<file path="config.mk">
export PLATFORM = sky130hd
export DESIGN_NAME = frame_stream_gen_flat
export DESIGN_NICKNAME = d
export VERILOG_FILES = /design/src/rtl/frame_stream_pkg.sv /design/src/rtl/frame_stream_gen_if.sv /design/src/rtl/raster_counter.sv /design/src/rtl/frame_stream_gen.sv /design/src/flat_wrapper.sv
export SDC_FILE = /design/constraint.sdc
export NUM_CORES = 1
export LEC_CHECK = 0
export CAP_MARGIN = 20
export CELL_PAD_IN_SITES_DETAIL_PLACEMENT = 0
export CELL_PAD_IN_SITES_GLOBAL_PLACEMENT = 1
export CORE_ASPECT_RATIO = 0.5
export CORE_MARGIN = 2
export CORE_UTILIZATION = 42
export CTS_CLUSTER_DIAMETER = 120
export DETAILED_ROUTE_END_ITERATION = 8
export GPL_TIMING_DRIVEN = 0
export HOLD_SLACK_MARGIN = 0.15
export PLACE_DENSITY_LB_ADDON = 0.1
export SETUP_SLACK_MARGIN = 0.4
export SLEW_MARGIN = 20
export SYNTH_ARGS = -nofsm -noshare
export SYNTH_HDL_FRONTEND = slang
export SYNTH_SLANG_ARGS = --single-unit
</file>
<file path="constraint.sdc">
create_clock -name clock -period 2.73 [get_ports clock]
set_input_delay 0.546 -clock clock [delete_from_list [all_inputs] [get_ports clock]]
set_output_delay 0.546 -clock clock [all_outputs]
set_load 0.02 [all_outputs]
</file>
<file path="src/rtl/frame_stream_pkg.sv">
// Shared types, default raster timing and the pixel pattern function for the frame stream generator.
package frame_stream_pkg;

    localparam int unsigned CntW       = 16;
    localparam int unsigned DefHActive = 800;
    localparam int unsigned DefHBlank  = 100;
    localparam int unsigned DefVActive = 600;
    localparam int unsigned DefVBlank  = 100;

    typedef enum logic [1:0] {
        PatConst   = 2'd0,
        PatHRamp   = 2'd1,
        PatVRamp   = 2'd2,
        PatChecker = 2'd3
    } pattern_e;

    typedef enum logic [1:0] {
        StIdle  = 2'd0,
        StRun   = 2'd1,
        StDrain = 2'd2
    } state_e;

    typedef struct packed {
        pattern_e   pattern;
        logic [7:0] const_val;
    } pix_cfg_t;

    function automatic logic [7:0] pixel_value(pix_cfg_t cfg, logic [7:0] x, logic [7:0] y);
        logic [7:0] val;
        val = cfg.const_val;
        case (cfg.pattern)
            PatConst:   val = cfg.const_val;
            PatHRamp:   val = x;
            PatVRamp:   val = y;
            PatChecker: val = (x[4] ^ y[4]) ? 8'hFF : 8'h00;
            default:    val = cfg.const_val;
        endcase
        return val;
    endfunction

endpackage

</file>
<file path="src/rtl/frame_stream_gen_if.sv">
// Control and pixel-stream bundle; master is the generator side, slave the consumer/controller.
interface frame_stream_gen_if;
    logic       start;
    logic       stop;
    logic [7:0] num_frames;
    logic [1:0] pattern_sel;
    logic [7:0] const_val;
    logic [7:0] dout;
    logic       valid;
    logic       sof;
    logic       eol;
    logic       frame_done;
    logic       busy;
    logic [7:0] frame_count;

    modport master (
        input  start, stop, num_frames, pattern_sel, const_val,
        output dout, valid, sof, eol, frame_done, busy, frame_count
    );

    modport slave (
        output start, stop, num_frames, pattern_sel, const_val,
        input  dout, valid, sof, eol, frame_done, busy, frame_count
    );
endinterface

</file>
<file path="src/rtl/raster_counter.sv">
// x/y raster position counter; x wraps at HTotal, y advances on each x wrap and wraps at VTotal.
module raster_counter
    import frame_stream_pkg::*;
#(
    parameter int unsigned HTotal = DefHActive + DefHBlank,
    parameter int unsigned VTotal = DefVActive + DefVBlank
) (
    input  logic            clock,
    input  logic            reset,
    input  logic            clear,
    input  logic            enable,
    output logic [CntW-1:0] x,
    output logic [CntW-1:0] y,
    output logic            eof
);

    logic [CntW-1:0] x_q, x_d;
    logic [CntW-1:0] y_q, y_d;
    logic            x_last, y_last;

    assign x_last = (x_q == CntW'(HTotal - 1));
    assign y_last = (y_q == CntW'(VTotal - 1));

    always_comb begin
        x_d = x_q;
        y_d = y_q;
        if (clear) begin
            x_d = '0;
            y_d = '0;
        end else if (enable) begin
            if (x_last) begin
                x_d = '0;
                y_d = y_last ? '0 : y_q + 1'b1;
            end else begin
                x_d = x_q + 1'b1;
            end
        end
    end

    always_ff @(posedge clock) begin
        if (!reset) begin
            x_q <= '0;
            y_q <= '0;
        end else begin
            x_q <= x_d;
            y_q <= y_d;
        end
    end

    assign x   = x_q;
    assign y   = y_q;
    assign eof = x_last && y_last;

endmodule

</file>
<file path="src/rtl/frame_stream_gen.sv">
// Test-pattern video frame generator: raster counter, IDLE/RUN/DRAIN control and a registered
// pixel output stage that lags the counters by one cycle.
module frame_stream_gen
    import frame_stream_pkg::*;
#(
    parameter int unsigned H_ACTIVE = DefHActive,
    parameter int unsigned H_BLANK  = DefHBlank,
    parameter int unsigned V_ACTIVE = DefVActive,
    parameter int unsigned V_BLANK  = DefVBlank
) (
    input logic                clock,
    input logic                reset,
    frame_stream_gen_if.master bus
);

    localparam logic [CntW-1:0] HActW    = CntW'(H_ACTIVE);
    localparam logic [CntW-1:0] HActLast = CntW'(H_ACTIVE - 1);
    localparam logic [CntW-1:0] VActW    = CntW'(V_ACTIVE);

    state_e          state_q, state_d;
    logic [CntW-1:0] x, y;
    logic            eof;
    logic            running, start_acc, final_frame, active;

    pix_cfg_t   cfg_q, cfg_d;
    logic [7:0] num_frames_q, num_frames_d;
    logic [7:0] frame_count_q, frame_count_d;
    logic [7:0] dout_q, dout_d;
    logic       valid_q, valid_d;
    logic       sof_q, sof_d;
    logic       eol_q, eol_d;
    logic       frame_done_q, frame_done_d;
    logic       busy_q, busy_d;

    assign running     = (state_q != StIdle);
    assign start_acc   = (state_q == StIdle) && bus.start;
    assign final_frame = (num_frames_q != 8'd0) && (frame_count_q + 8'd1 == num_frames_q);

    raster_counter #(
        .HTotal(H_ACTIVE + H_BLANK),
        .VTotal(V_ACTIVE + V_BLANK)
    ) u_raster (
        .clock (clock),
        .reset (reset),
        .clear (start_acc),
        .enable(running),
        .x     (x),
        .y     (y),
        .eof   (eof)
    );

    always_ff @(posedge clock) begin
        if (!reset) begin
            state_q <= StIdle;
        end else begin
            state_q <= state_d;
        end
    end

    always_comb begin
        state_d = state_q;
        unique case (state_q)
            StIdle:  if (bus.start) state_d = StRun;
            StRun: begin
                // A stop that lands on the last cycle of a frame has nothing left to drain.
                if (eof && (final_frame || bus.stop)) state_d = StIdle;
                else if (bus.stop)                    state_d = StDrain;
            end
            StDrain: if (eof) state_d = StIdle;
            default: state_d = StIdle;
        endcase
    end

    always_comb begin
        active        = running && (x < HActW) && (y < VActW);
        valid_d       = active;
        dout_d        = active ? pixel_value(cfg_q, x[7:0], y[7:0]) : 8'd0;
        sof_d         = active && (x == '0) && (y == '0);
        eol_d         = active && (x == HActLast);
        frame_done_d  = running && eof;
        busy_d        = (state_d != StIdle);
        frame_count_d = frame_count_q;
        if (start_acc)         frame_count_d = 8'd0;
        else if (frame_done_d) frame_count_d = frame_count_q + 8'd1;
        // Pattern settings take effect only where the counters wrap to (0,0).
        cfg_d = cfg_q;
        if (start_acc || frame_done_d) begin
            cfg_d = '{pattern: pattern_e'(bus.pattern_sel), const_val: bus.const_val};
        end
        num_frames_d = start_acc ? bus.num_frames : num_frames_q;
    end

    always_ff @(posedge clock) begin
        if (!reset) begin
            cfg_q         <= '{pattern: PatConst, const_val: 8'd0};
            num_frames_q  <= 8'd0;
            frame_count_q <= 8'd0;
            dout_q        <= 8'd0;
            valid_q       <= 1'b0;
            sof_q         <= 1'b0;
            eol_q         <= 1'b0;
            frame_done_q  <= 1'b0;
            busy_q        <= 1'b0;
        end else begin
            cfg_q         <= cfg_d;
            num_frames_q  <= num_frames_d;
            frame_count_q <= frame_count_d;
            dout_q        <= dout_d;
            valid_q       <= valid_d;
            sof_q         <= sof_d;
            eol_q         <= eol_d;
            frame_done_q  <= frame_done_d;
            busy_q        <= busy_d;
        end
    end

    assign bus.dout        = dout_q;
    assign bus.valid       = valid_q;
    assign bus.sof         = sof_q;
    assign bus.eol         = eol_q;
    assign bus.frame_done  = frame_done_q;
    assign bus.busy        = busy_q;
    assign bus.frame_count = frame_count_q;

endmodule

</file>
<file path="src/flat_wrapper.sv">
// flat-port wrapper written by rule: the top's interface ports become plain ports
module frame_stream_gen_flat import frame_stream_pkg::*;
#(
    parameter int unsigned H_ACTIVE = DefHActive,
    parameter int unsigned H_BLANK  = DefHBlank,
    parameter int unsigned V_ACTIVE = DefVActive,
    parameter int unsigned V_BLANK  = DefVBlank
)
  (clock, reset, bus_start, bus_stop, bus_num_frames, bus_pattern_sel, bus_const_val, bus_dout, bus_valid, bus_sof, bus_eol, bus_frame_done, bus_busy, bus_frame_count);
  frame_stream_gen_if bus_i ();
  input logic clock;
  input logic reset;
  input wire logic [$bits(bus_i.start)-1:0] bus_start;
  input wire logic [$bits(bus_i.stop)-1:0] bus_stop;
  input wire logic [$bits(bus_i.num_frames)-1:0] bus_num_frames;
  input wire logic [$bits(bus_i.pattern_sel)-1:0] bus_pattern_sel;
  input wire logic [$bits(bus_i.const_val)-1:0] bus_const_val;
  output wire logic [$bits(bus_i.dout)-1:0] bus_dout;
  output wire logic [$bits(bus_i.valid)-1:0] bus_valid;
  output wire logic [$bits(bus_i.sof)-1:0] bus_sof;
  output wire logic [$bits(bus_i.eol)-1:0] bus_eol;
  output wire logic [$bits(bus_i.frame_done)-1:0] bus_frame_done;
  output wire logic [$bits(bus_i.busy)-1:0] bus_busy;
  output wire logic [$bits(bus_i.frame_count)-1:0] bus_frame_count;
  assign bus_i.start = bus_start;
  assign bus_i.stop = bus_stop;
  assign bus_i.num_frames = bus_num_frames;
  assign bus_i.pattern_sel = bus_pattern_sel;
  assign bus_i.const_val = bus_const_val;
  assign bus_dout = bus_i.dout;
  assign bus_valid = bus_i.valid;
  assign bus_sof = bus_i.sof;
  assign bus_eol = bus_i.eol;
  assign bus_frame_done = bus_i.frame_done;
  assign bus_busy = bus_i.busy;
  assign bus_frame_count = bus_i.frame_count;
  frame_stream_gen #(.H_ACTIVE(H_ACTIVE), .H_BLANK(H_BLANK), .V_ACTIVE(V_ACTIVE), .V_BLANK(V_BLANK)) u_core (.clock(clock), .reset(reset), .bus(bus_i));
endmodule
</file>
==> run summary, run 1 <==
The sequential share of power is between 40% and 50%. Counting distinct cell types in the post-synthesis netlist gives 48. The floorplan has 24 rows. In the final routed layout, each cell accounts on average for about 16 um. The worst hold path belongs to the class reg -> reg. The kind of cell with the highest combined delay along the critical path is simple AND/OR/NAND/NOR gates.

The first global-routing pass estimated around 15 mm of wire. The pin count of the biggest net entering global routing came out at 13. The y dimension of the die came out at 70.1 um. After detailed routing, no signal wire sits above met4. The count of nets after finishing came out at around 520.

The dominant register cell in the synthesized netlist is sky130_fd_sc_hd__dfxtp_1. Summed over all nets, the switching power comes to 0.654 mW. The power per standard cell area is between 500 and 600 nW/um^2. The growth of design area from synthesis to finish came out at 30.4%. The number of nets with antenna violations after routing came out at 0. Counting every net in the synthesized netlist gives ~450. The launching point of the worst reg2reg path is u_core.u_raster.x[11]. The first-pass detailed-route iteration total is 4. The worst supply voltage drop on vdd came out at about 0.3 mV.

For this block, the initial DRC count from the detailed router was ~170. The switching power as a share of total power is between 20% and 30%. For this design the static power due to leakage is 1.68 nW. The latest clock arrival within the worst-skew pair is 0.33 ns.

The endpoint identified for the worst register-to-register timing path is u_core.bus.frame_count[5]. The delay contributed by the slowest stage of the critical path is 0.58 ns. sky130_fd_sc_hd__dfxtp_1 takes more of the synthesized area than any other cell. Along the worst path, the maximum fanout reaches 8. The port buffer count came out at between 40 and 50. Setup repair after global routing could not meet its margin everywhere. The startpoint identified for the worst hold timing path is u_core.cfg_q[0]. The post-route netlist has 14.0% of its cells at a drive strength greater than 1. The final period utilization is between 80% and 90%. For the finished layout, the period the worst path requires is about 2.3 ns.

The final standard cell area without fillers came out at roughly 4800 sq um. The number of hold violations in the final report was 0. The floorplan step set the die width to approximately 140 um. The async set or reset register ratio after synthesis came out at 0%.

Data on the critical path arrives at its endpoint at approximately 2.6 ns. The total global-route track usage is 21.1%. The share of Yosys cell area claimed by the top area cell type is about two fifths. The number of antenna cells inserted is 0. The setup slack on the worst flop-to-flop path is 0.44 ns. The number of max-capacitance violations reported is 0. The via count of the first global-routing pass came out at 3109. The number of primary I/O pins came out at 43. The run finished with clean final reports. The total grt overflow came out at 0. The detailed-routing wirelength on met1 came out at 4.45 mm.

The per-cell via count in the routed design is approximately 5.4. Summed over all nets, wire length on met2 after detailed routing comes to ~4.5 mm. The total core area came out at 8590 sq um.

TritonCTS built the clock tree. In this run, the combinational gates consume a little under an eighth of the power. Buffers inserted to repair hold after CTS numbered 0. The setup violation total in the final timing report is 0. The power share of the clock group is 47.1%.

Based on the critical path, the design can be clocked at up to ~0.44 GHz. For hold timing, the worst endpoint is u_core.cfg_q[0]. The post-synth design cell area is around 3700 sq um. The initial antenna violation count was 0. The actual slew at the worst max-slew pin came out at 0.705 ns. Yosys attributes the largest share of cell area to sky130_fd_sc_hd__dfxtp_1 (40%), sky130_fd_sc_hd__xnor2_1 (6.7%), sky130_fd_sc_hd__nand2_1 (5.8%). The number of storage elements in the synthesis netlist came out at 73.

Clock-pin slew was measured on the worst setup and hold paths at roughly 0.060 ns. The floorplan step defined a die boundary enclosing roughly 9500 sq um. The cell area after placement is ~4200 sq um.

The longest clock path from root to sink contains 2 buffers. The endpoint required time on the critical path came out at 2.99 ns. The worst setup path is launched from a flip-flop. The total number of vias came out at 3297. The DRC violations left came out at 0.

After synthesis, flip-flops and latches occupy 39.8% of the total area. The tree built by TritonCTS fans out to 73 sinks. The post-detailed-placement half-perimeter wirelength is ~6.8 mm. The critical path in this run is classified as reg -> reg. The congestion estimate from routability-driven global placement came to between 0.8 and 0.9. The mean cell area of the mapped netlist is 8.59 sq um.

The final count of pins violating max slew was 0. Together, buffers and inverters on the worst path number 1. The cell count of the worst hold path is 2. The worst slew margin relative to its limit came out at 53.0%. The total routed wirelength is about 9.6 mm. The utilization after layout came out at between 50% and 60%. The total internal power came out at 2.09 mW. The total CTS buffers came out at 9. The H-tree generated during clock tree synthesis spans 3 levels. The signal on the critical path passes through nor4_4, nand4_4, or4_4, buf_6, or4_1, a21oi_2. After detailed routing, the met3 layer carries 484 um of wire. STA classifies the critical path endpoint as a flip-flop. On the critical path, the stage with the largest delay is an instance of sky130_fd_sc_hd__or4_4. The number of warning messages in the yosys log is 0. On the final layout, the worst clock skew is approximately 0.0055 ns. The root cell of the clock tree is sky130_fd_sc_hd__clkbuf_16. The number of synthesized flops with an enable pin is 0.

The initial core utilization came out at between 40% and 50%. Counting every instance in the synthesized netlist gives approximately 430. The length in cells of the worst reg-to-reg path is 6.
[cells in the mapped netlist (all sizes together), types with 2 or more instances]
cell type	number
a211o	2
a21boi	8
a21oi	14
a221oi	2
and2	3
and3	8
and4	5
buf	7
clkbuf	20
dfxtp	73
ha	5
inv	14
mux2i	11
mux4	7
nand2	57
nand2b	2
nand3	17
nand4	11
nand4b	2
nor2	41
nor2b	9
nor3	14
nor3b	2
nor4	13
o211ai	3
o21ai	12
o31ai	5
or2	2
or3	3
or4	8
xnor2	28
xor2	12
[power groups by stage]
stage                     registers (mW)  clock network (mW)  logic [mW]
after global placement              1.15                   0       0.283
after CTS                           1.13                1.32       0.307
final                               1.13                1.29       0.320
after global routing                1.14                1.37       0.350
after detailed placement            1.15                   0       0.290
after floorplan                     1.16                   0       0.178
[worst register-to-register path: stages (launching register included)]
cell and delay [ns]:
sky130_fd_sc_hd__dfxtp_2 0.34, sky130_fd_sc_hd__nor4_4 0.39, sky130_fd_sc_hd__nand4_4 0.20, sky130_fd_sc_hd__or4_4 0.59, sky130_fd_sc_hd__buf_6 0.15, sky130_fd_sc_hd__or4_1 0.42, sky130_fd_sc_hd__a21oi_2 0.13
[stage by stage]
stage	power (mW)	hold slack [ns]	setup TNS, ns	worst slack, ns	instances
4_1_cts	2.75	0.474	0	0.425	607
2_1_floorplan	1.33	0.435	0	0.530	427
6_report	2.75	0.476	0	0.440	611
3_5_place_dp	1.44	0.461	-0.582	-0.297	586
3_3_place_gp	1.44	0.450	-0.412	-0.210	586
5_1_grt	2.86	0.494	0	0.348	611
[layer usage]
layer | vias up | track usage [%]
met4 | 0 | 4.98
met1 | 1589 | 28.3
met5 | - | 0
met3 | 11 | 5.95
met2 | 69 | 33.7
li1 | 1628 | -
[area by class of cell]
type | count | area (sq um)
Clock inverter | 5 | 77.6
Multi-Input combinational cell | 313 | 2150
Clock buffer | 11 | 253
Sequential cell | 73 | 1470
Inverter | 14 | 52.6
Tap cell | 117 | 146
Timing Repair Buffer | 51 | 499
Fill cell | 795 | 3800
Buffer | 27 | 135
[cells in the final DEF, fill, tap and decap left out, types with 4 or more instances in the layout]
cell / count
sky130_fd_sc_hd__a21boi_0: 8
sky130_fd_sc_hd__a21oi_1: 12
sky130_fd_sc_hd__and3_1: 8
sky130_fd_sc_hd__buf_4: 7
sky130_fd_sc_hd__buf_6: 5
sky130_fd_sc_hd__clkbuf_1: 11
sky130_fd_sc_hd__clkbuf_16: 9
sky130_fd_sc_hd__clkbuf_2: 8
sky130_fd_sc_hd__clkdlybuf4s50_1: 42
sky130_fd_sc_hd__dfxtp_1: 69
sky130_fd_sc_hd__ha_1: 4
sky130_fd_sc_hd__inv_1: 14
sky130_fd_sc_hd__mux2i_1: 11
sky130_fd_sc_hd__mux4_2: 7
sky130_fd_sc_hd__nand2_1: 57
sky130_fd_sc_hd__nand3_1: 17
sky130_fd_sc_hd__nand4_1: 10
sky130_fd_sc_hd__nor2_1: 41
sky130_fd_sc_hd__nor2b_1: 9
sky130_fd_sc_hd__nor3_1: 13
sky130_fd_sc_hd__nor4_1: 9
sky130_fd_sc_hd__o21ai_0: 11
sky130_fd_sc_hd__o31ai_1: 5
sky130_fd_sc_hd__or4_1: 6
sky130_fd_sc_hd__xnor2_1: 28
sky130_fd_sc_hd__xor2_1: 12
[worst max path at each step]
stage | start | endpoint | slack, ns | cells past startpoint
floorplan | u_core.u_raster.x[10] | u_core.u_raster.y[10] | 0.53 | 7
global placement | bus_start | u_core.bus.busy | -0.21 | 7
detailed placement | bus_start | u_core.bus.busy | -0.30 | 7
CTS | u_core.u_raster.x[13] | u_core.bus.sof | 0.42 | 6
global route | u_core.u_raster.x[11] | u_core.bus.frame_count[4] | 0.35 | 6
finish | u_core.u_raster.x[11] | u_core.bus.frame_count[5] | 0.44 | 6
[cell families (layout without fill, tap and decap cells)]
logic type	after synthesis	after routing	synth area share (%)
compound gates	51	51	9.14
xor+xnor	40	40	9.55
fa+ha+maj	5	5	1.71
buf+inv	41	108	4.50
flops	73	73	39.8
mux	18	18	7.30
simple gates	199	199	28.0
[sequential cells by signal, indices dropped and copies added (netlist names)]
| signal | count |
|---|---|
| u_core.u_raster.x | 16 |
| u_core.u_raster.y | 16 |
| u_core.cfg_q | 10 |
| u_core.bus.dout | 8 |
| u_core.bus.frame_count | 8 |
| u_core.num_frames_q | 8 |
| u_core.state_q | 2 |
| u_core.bus.busy | 1 |
| u_core.bus.eol | 1 |
| u_core.bus.frame_done | 1 |
| u_core.bus.sof | 1 |
| u_core.bus.valid | 1 |
[repair_timing]
item	in CTS	in global routing
gates cloned	0	1
pin swaps	10	6
buffers inserted	5	3
setup endpoints to repair	46	46
gates resized for setup	15	33
Power figures use the tool's default switching activity.
==> inputs of run 2 (changes only) <==
Clock period 2.73 ns to 2.4 ns, I/O delays scaled along.
==> run 2 against run 1 <==
  * Global-route usage up 0.64 points
  * Critical path depth up 1
  * Via count up 1.9%
  * Sequential power up 14%
  * Maximum frequency up 1.7%
  * Worst setup slack worse by 0.29 ns
  * Non-clock buffer count up 13
  * Critical path type unchanged
  * Critical endpoint is now u_core.bus.frame_count[2]
  * Largest power group is now sequential cells
==> run summary, run 2 (synthesis gave the netlist of run 1 again) <==
The global-route wire length before repair came to 16.2 mm (+5.7%). The port buffer count was 42 (unchanged). The number of nets with antenna violations after routing came out at 0 (unchanged).

The setup slack on the worst flop-to-flop path is 0.15 ns (-0.29 ns). The delay contributed by the slowest stage of the critical path came out at 0.49 ns (-0.09 ns). The power per standard cell area came out at 591 nW/um^2 (+2.9%). The number of hold violations in the final report came out at 0 (unchanged).

The violation count after the first detailed-route iteration came out at 110 (-33%). The number of max-capacitance violations reported is 0 (unchanged). The final standard cell area without fillers is 5000 sq um (+4.5%). The sink count of the clock tree is 73 (unchanged). The initial antenna violation count was 0 (unchanged). The type of the tightest min-delay check is reg -> reg. The maximum count of clock buffers along a single path came out at 2 (unchanged).

The total routed wirelength came out at 9.77 mm (+2.1%). The hold buffer count at CTS came out at 0 (unchanged). The cell family contributing the most delay on the critical path is simple AND/OR/NAND/NOR gates. The worst slack at placement came out at -0.426 ns (-0.130 ns). The slowest stage of the critical path belongs to the cell sky130_fd_sc_hd__or4_4. The total number of vias was 3360 (+1.9%).

The leakage power total is 1.78 nW (+5.8%). The total grt overflow is 0 (unchanged). The proportion of layout cells with a drive suffix above 1 came to 21.1% (+7.1 points).

The initial core utilization came out at 42.7% (unchanged). The total core area is 8590 sq um (unchanged). The worst supply voltage drop on vdd was 0.363 mV (+21%). The clock input transition at the sequential cells of the worst setup and hold paths came out at 0.06 ns (about the same). The pin count of the biggest net entering global routing came out at 13 (unchanged). The final period utilization came out at 93.8% (+9.9 points).

The maximum clock skew at final layout is 0.00824 ns (+0.00272 ns). The floorplan die area is 9540 sq um (unchanged). The number of rows created at floorplan is 24 (unchanged).

The cell area after placement is 4270 sq um (+0.71%). The via count of the first global-routing pass came out at 3334 (+7.2%). The actual slew at the worst max-slew pin came out at 0.700 ns (-0.00502 ns).

Leaving out fill and tap cells, the most frequent cells in the layout are sky130_fd_sc_hd__dfxtp_1 (67), sky130_fd_sc_hd__nand2_1 (57), sky130_fd_sc_hd__clkdlybuf4s50_1 (41). The y dimension of the die came out at 70.1 um (unchanged). The endpoint required time on the critical path was 2.66 ns (-0.33 ns). The count of buffer and inverter cells on the critical path was 1 (unchanged).

The tightest hold margin came out at 0.467 ns (-0.00824 ns). The routability-driven placement congestion ratio came out at 0.825 (-0.66%). The per-cell via count in the routed design came out at 5.38 (-0.21%). The H-tree depth reported by CTS came out at 3 (unchanged). The area growth from synthesis to layout is 36.2%. Leaving out fill and tap cells, the most frequent cell in the layout is sky130_fd_sc_hd__dfxtp_1.

Walking the worst path, the cells encountered are ha_1, and4b_1, nand3_1, or4_4, buf_6, or4_1, a21oi_1. STA classifies the critical path endpoint as a flip-flop. The cell count of the worst hold path came out at 2 (unchanged). The DRC violations left is 0 (unchanged). The first-pass detailed-route iteration total came out at 4 (unchanged). The highest clock frequency the design can meet is 0.444 GHz (+1.7%). The setup path with the least slack is of type reg -> reg. The final count of pins violating max slew came to 0 (unchanged).

TritonCTS built the clock tree. Setup repair after global routing could not meet its margin everywhere. The data arrival time of the critical path came out at 2.51 ns (-0.04 ns). The post-layout minimum cycle time is 2.25 ns (-0.0392 ns).

The flow ran to the end, and the final reports show no timing, DRC or antenna violations. The cell sitting at the root of the clock tree is a sky130_fd_sc_hd__clkbuf_16. The chip width came out at 136 um (unchanged). The peak fanout along the critical path came out at 6 (-2). The total stage count of the critical path was 7 (+1). The post-detailed-placement half-perimeter wirelength is 6.95 mm (+2.0%). The length in cells of the worst reg-to-reg path came out at 7 (+1). The worst slew margin relative to its limit was 53.3% (+0.33 points). The latest clock arrival within the worst-skew pair came out at 0.33 ns (about the same). The post-route worst setup slack came out at 0.149 ns (-0.291 ns). The total global-route track usage is 21.7% (+0.64 points). STA classifies the critical path startpoint as a flip-flop.

The number of antenna cells inserted came out at 0 (unchanged). The number of primary I/O pins is 43 (unchanged). The count of nets after finishing came to 529 (+2.5%). The post-detailed-route wirelength per cell came to 15.6 um (about the same). The setup violation total in the final timing report came out at 0 (unchanged). The total CTS buffers came out at 9 (unchanged).
## run 2: changes by cell type in the layout (fill, tap and decap cells not counted), sizes merged
cell           delta
buf              +15
bufinv            -2
clkbuf            -2
clkdlybuf4s50     -1
clkinv            +1
clkinvlp          +1
dlymetal6s2s      +1
## run 2: routing by layer
metal  routed length (um)  global-route usage [%]
met4                  155                    6.25
met5                    0                       0
met2                 4660                    36.7
met3                  398                    5.59
met1                 4550                    27.5
## run 2: cell type report
| class | count | area (sq um) |
|---|---|---|
| fillers | 805 | 3590 |
| multi-input cells | 313 | 2270 |
| flip-flops and latches | 73 | 1470 |
| repair buffers | 64 | 609 |
| clock buffers | 11 | 253 |
| plain buffers | 27 | 169 |
| well taps | 117 | 146 |
| inverters | 14 | 52.6 |
| clock inverters | 5 | 30.0 |
## run 2: path summary, 6_finish.rpt
check | from | endpoint
max | u_core.u_raster.y[1] | u_core.bus.frame_count[2]
min | u_core.cfg_q[4] | u_core.cfg_q[4]
max reg2reg | u_core.u_raster.y[1] | u_core.bus.frame_count[2]
min reg2reg | u_core.cfg_q[4] | u_core.cfg_q[4]
## run 2: stage by stage
stage	TNS (ns)	total power, mW	std cells	utilization [%]
after floorplan	0	1.52	427	-
after global placement	-2.45	1.64	586	49.7
after detailed placement	-3.70	1.65	586	49.7
after CTS	0	2.94	614	56.2
after global routing	0	3.09	624	58.2
final	0	2.95	624	58.2
## run 2: worst reg2reg max path, stage by stage, from the launching register on
cell and delay (ns):
sky130_fd_sc_hd__dfxtp_1 0.42, sky130_fd_sc_hd__ha_1 0.23, sky130_fd_sc_hd__and4b_1 0.21, sky130_fd_sc_hd__nand3_1 0.14, sky130_fd_sc_hd__or4_4 0.49, sky130_fd_sc_hd__buf_6 0.15, sky130_fd_sc_hd__or4_1 0.40, sky130_fd_sc_hd__a21oi_1 0.13
## run 2: power breakdown
| group | switching (mW) | internal, mW |
|---|---|---|
| clock | 0.502 | 0.750 |
| combinational | 0.218 | 0.194 |
| sequential | 0.0347 | 1.25 |
| total | 0.755 | 2.20 |
## run 2: what timing repair did
| action | CTS | global route |
|---|---|---|
| cloned | 1 | 1 |
| setup buffers | 11 | 9 |
| setup endpoints to repair | 55 | 53 |
| resized for setup | 44 | 30 |
| pin swaps | 9 | 4 |
==> inputs of run 3 (changes only) <==
Settings changed: CORE_MARGIN 2 to not set.
==> run 3 against run 2 <==
  * Highest routed layer unchanged
  * Cell count decreased by 1.4%
  * Worst hold slack gained 0.0067 ns
  * Sequential power barely moved
  * Sequential share of layout area rose by 0.54 points
  * Critical path depth is the same
  * Combinational power shrank 6.1%
  * Power increased by 1.5%
  * Non-clock buffer count fell by 4
  * Largest cell class unchanged
  * Flip-flop and latch count is the same
  * Wire length fell by 5.6%
  * Clock-buffer cell count shrank 1
==> run summary, run 3 (synthesis gave the netlist of run 1 again) <==
The growth of design area from synthesis to finish came out at 34.2%. The initial core utilization came out at 44.6% (+1.9 points). The flow ran to the end, and the final reports show no timing, DRC or antenna violations. The maximum count of clock buffers along a single path is 2 (unchanged). The number of nets with antenna violations after routing came to 0 (unchanged). The type of the tightest min-delay check is reg -> reg. The final period utilization came out at 92.1% (-1.7 points). The delay contributed by the slowest stage of the critical path is 0.56 ns (+0.07 ns). The total CTS buffers was 9 (unchanged). The first-pass detailed-route iteration total is 4 (unchanged). The worst slack at placement was -0.382 ns (+0.0440 ns). The port buffer count is 42 (unchanged). The count of buffer and inverter cells on the critical path came to 2 (+1).

The highest clock frequency the design can meet came out at 0.452 GHz (+1.8%). The latest clock arrival within the worst-skew pair is 0.33 ns (about the same). The clock tree from TritonCTS is built.

The total stage count of the critical path came to 7 (unchanged). The total internal power came out at 2.26 mW (+2.9%). The proportion of layout cells with a drive suffix above 1 is 20.5% (-0.63 points). The post-detailed-route wirelength per cell came to 15.0 um (-4.2%).

The sink count of the clock tree came out at 73 (unchanged). STA classifies the critical path startpoint as a flip-flop. The y dimension of the die was 68.1 um (-2.9%).

The initial antenna violation count came to 0 (unchanged). The post-route worst setup slack came out at 0.189 ns (+0.0398 ns). The sum of internal, switching and leakage power came out at 3.00 mW (+1.5%).

The peak fanout along the critical path is 7 (+1). Grouping stages by cell kind, the critical path spends the most delay in simple AND/OR/NAND/NOR gates. The top cell types in the final layout, fill and taps aside, are sky130_fd_sc_hd__dfxtp_1 (63), sky130_fd_sc_hd__nand2_1 (57), sky130_fd_sc_hd__clkdlybuf4s50_1 (42). The sequential share of power was 43.0% (-0.7 points). Setup repair after global routing could not meet its margin everywhere. The total core area is 8230 sq um (-4.2%). The violation count after the first detailed-route iteration is 142 (+29%). The global-route wire length before repair came out at 15.0 mm (-7.2%). The post-layout minimum cycle time came out at 2.21 ns (-0.0398 ns).

The switching power as a share of total power came out at 24.6% (-1.0 points). The chip width came out at 134 um (-1.5%). The power share of the clock group came out at 44.1% (+1.7 points). The H-tree depth reported by CTS was 3 (unchanged). The worst supply voltage drop on vdd is 0.407 mV (+12%). The tightest hold margin is 0.474 ns (+0.00675 ns). The endpoint required time on the critical path is 2.62 ns (-0.04 ns). The number of primary I/O pins came out at 43 (unchanged). STA classifies the critical path endpoint as a flip-flop. The setup violation total in the final timing report came out at 0 (unchanged). The per-cell via count in the routed design is 5.37 (-0.23%).

The clock input transition at the sequential cells of the worst setup and hold paths came out at 0.06 ns (about the same). The switching power summed over all nets came out at 0.736 mW (-2.4%). The maximum clock skew at final layout came to 0.00540 ns (-0.00284 ns).

The proportion of power drawn by combinational gates is 12.9% (-1.0 points). The number of hold violations in the final report is 0 (unchanged). Leaving out fill and tap cells, the most frequent cell in the layout is sky130_fd_sc_hd__dfxtp_1. The largest individual stage delay along the critical path comes from the cell sky130_fd_sc_hd__or4_4. The total grt overflow is 0 (unchanged). The total routed wirelength came out at 9.22 mm (-5.6%). The leakage power total came to 1.74 nW (-1.8%).

The worst slew margin relative to its limit is 56.2% (+2.9 points). Clock tree synthesis selected as its root buffer the cell sky130_fd_sc_hd__clkbuf_16. The floorplan die area came out at 9130 sq um (-4.3%). The via count of the first global-routing pass came to 3058 (-8.3%). The number of rows created at floorplan is 23 (-4.2%). The routability-driven placement congestion ratio is 0.787 (-4.6%). The actual slew at the worst max-slew pin was 0.657 ns (-0.0429 ns).

The final count of pins violating max slew is 0 (unchanged). Traced cell by cell, the critical path runs through nor4_4, nand4_4, or4_4, buf_8, o211ai_4, buf_6, nor2_1. The total number of vias is 3304 (-1.7%).

The DRC violations left was 0 (unchanged). The number of antenna cells inserted is 0 (unchanged). The cell count of the worst hold path came to 2 (unchanged).

The kind of critical path is reg -> reg. The power per standard cell area came out at 609 nW/um^2 (+3.1%). The count of nets after finishing came out at 525 (-0.76%). The length in cells of the worst reg-to-reg path came to 7 (unchanged).

The total global-route track usage was 21.7% (-0.053 points). The number of max-capacitance violations reported is 0 (unchanged). The data arrival time of the critical path was 2.43 ns (-0.08 ns). The post-detailed-placement half-perimeter wirelength was 6.66 mm (-4.3%). The setup slack on the worst flop-to-flop path is 0.19 ns (+0.04 ns). The pin count of the biggest net entering global routing is 13 (unchanged).
[run 3: worst paths after layout]
check | startpoint | end
min reg2reg | u_core.cfg_q[4] | u_core.cfg_q[4]
max | u_core.u_raster.x[11] | u_core.u_raster.y[7]
min | u_core.cfg_q[4] | u_core.cfg_q[4]
max reg2reg | u_core.u_raster.x[11] | u_core.u_raster.y[7]
[run 3: tightest hold or removal path, cell delays in order (launching register included)]
cell                      delay, ns
sky130_fd_sc_hd__dfxtp_1       0.31
sky130_fd_sc_hd__nand2_1       0.05
sky130_fd_sc_hd__mux2i_1       0.06
[run 3: power groups by stage]
| stage | registers, mW | logic [mW] | clock network [mW] |
|---|---|---|---|
| 5_1_grt | 1.29 | 0.423 | 1.42 |
| 3_5_place_dp | 1.31 | 0.336 | 0 |
| 3_3_place_gp | 1.31 | 0.329 | 0 |
| 6_report | 1.29 | 0.387 | 1.32 |
| 4_1_cts | 1.29 | 0.368 | 1.35 |
| 2_1_floorplan | 1.32 | 0.209 | 0 |
[run 3: what timing repair did]
item | 4_1_cts | 5_1_grt
endpoints found under the setup margin | 55 | 52
hold buffers | 0 | 0
setup buffers | 11 | 6
resized for setup | 34 | 37
gates cloned | 1 | 0
pin swaps | 6 | 5
[run 3: final cells by class]
class,count,area (sq um)
Inverter,14,52.6
Buffer,27,153
Tap cell,112,140
Fill cell,711,3310
Multi-Input combinational cell,313,2230
Clock inverter,6,57.6
Timing Repair Buffer,60,574
Sequential cell,73,1480
Clock buffer,10,239
[run 3: routing by layer]
metal / wire length, um / track usage, % / share of wire (%) / vias up
met1: 4450 / 28.2 / 48 / 1579
met4: 113 / 6.88 / 1.2 / 0
li1: - / - / - / 1638
met2: 4220 / 35.8 / 46 / 75
met5: 0 / 0 / 0 / -
met3: 433 / 5.41 / 4.7 / 12
[run 3: stage by stage]
stage	setup TNS (ns)	cells	util (%)	instance area (sq um)
3_5_place_dp	-3.05	581	51.7	4260
6_report	0	615	59.8	4920
4_1_cts	0	609	58.1	4780
3_3_place_gp	-2.43	581	51.7	4260
5_1_grt	0	615	59.8	4920
2_1_floorplan	0	427	-	3700
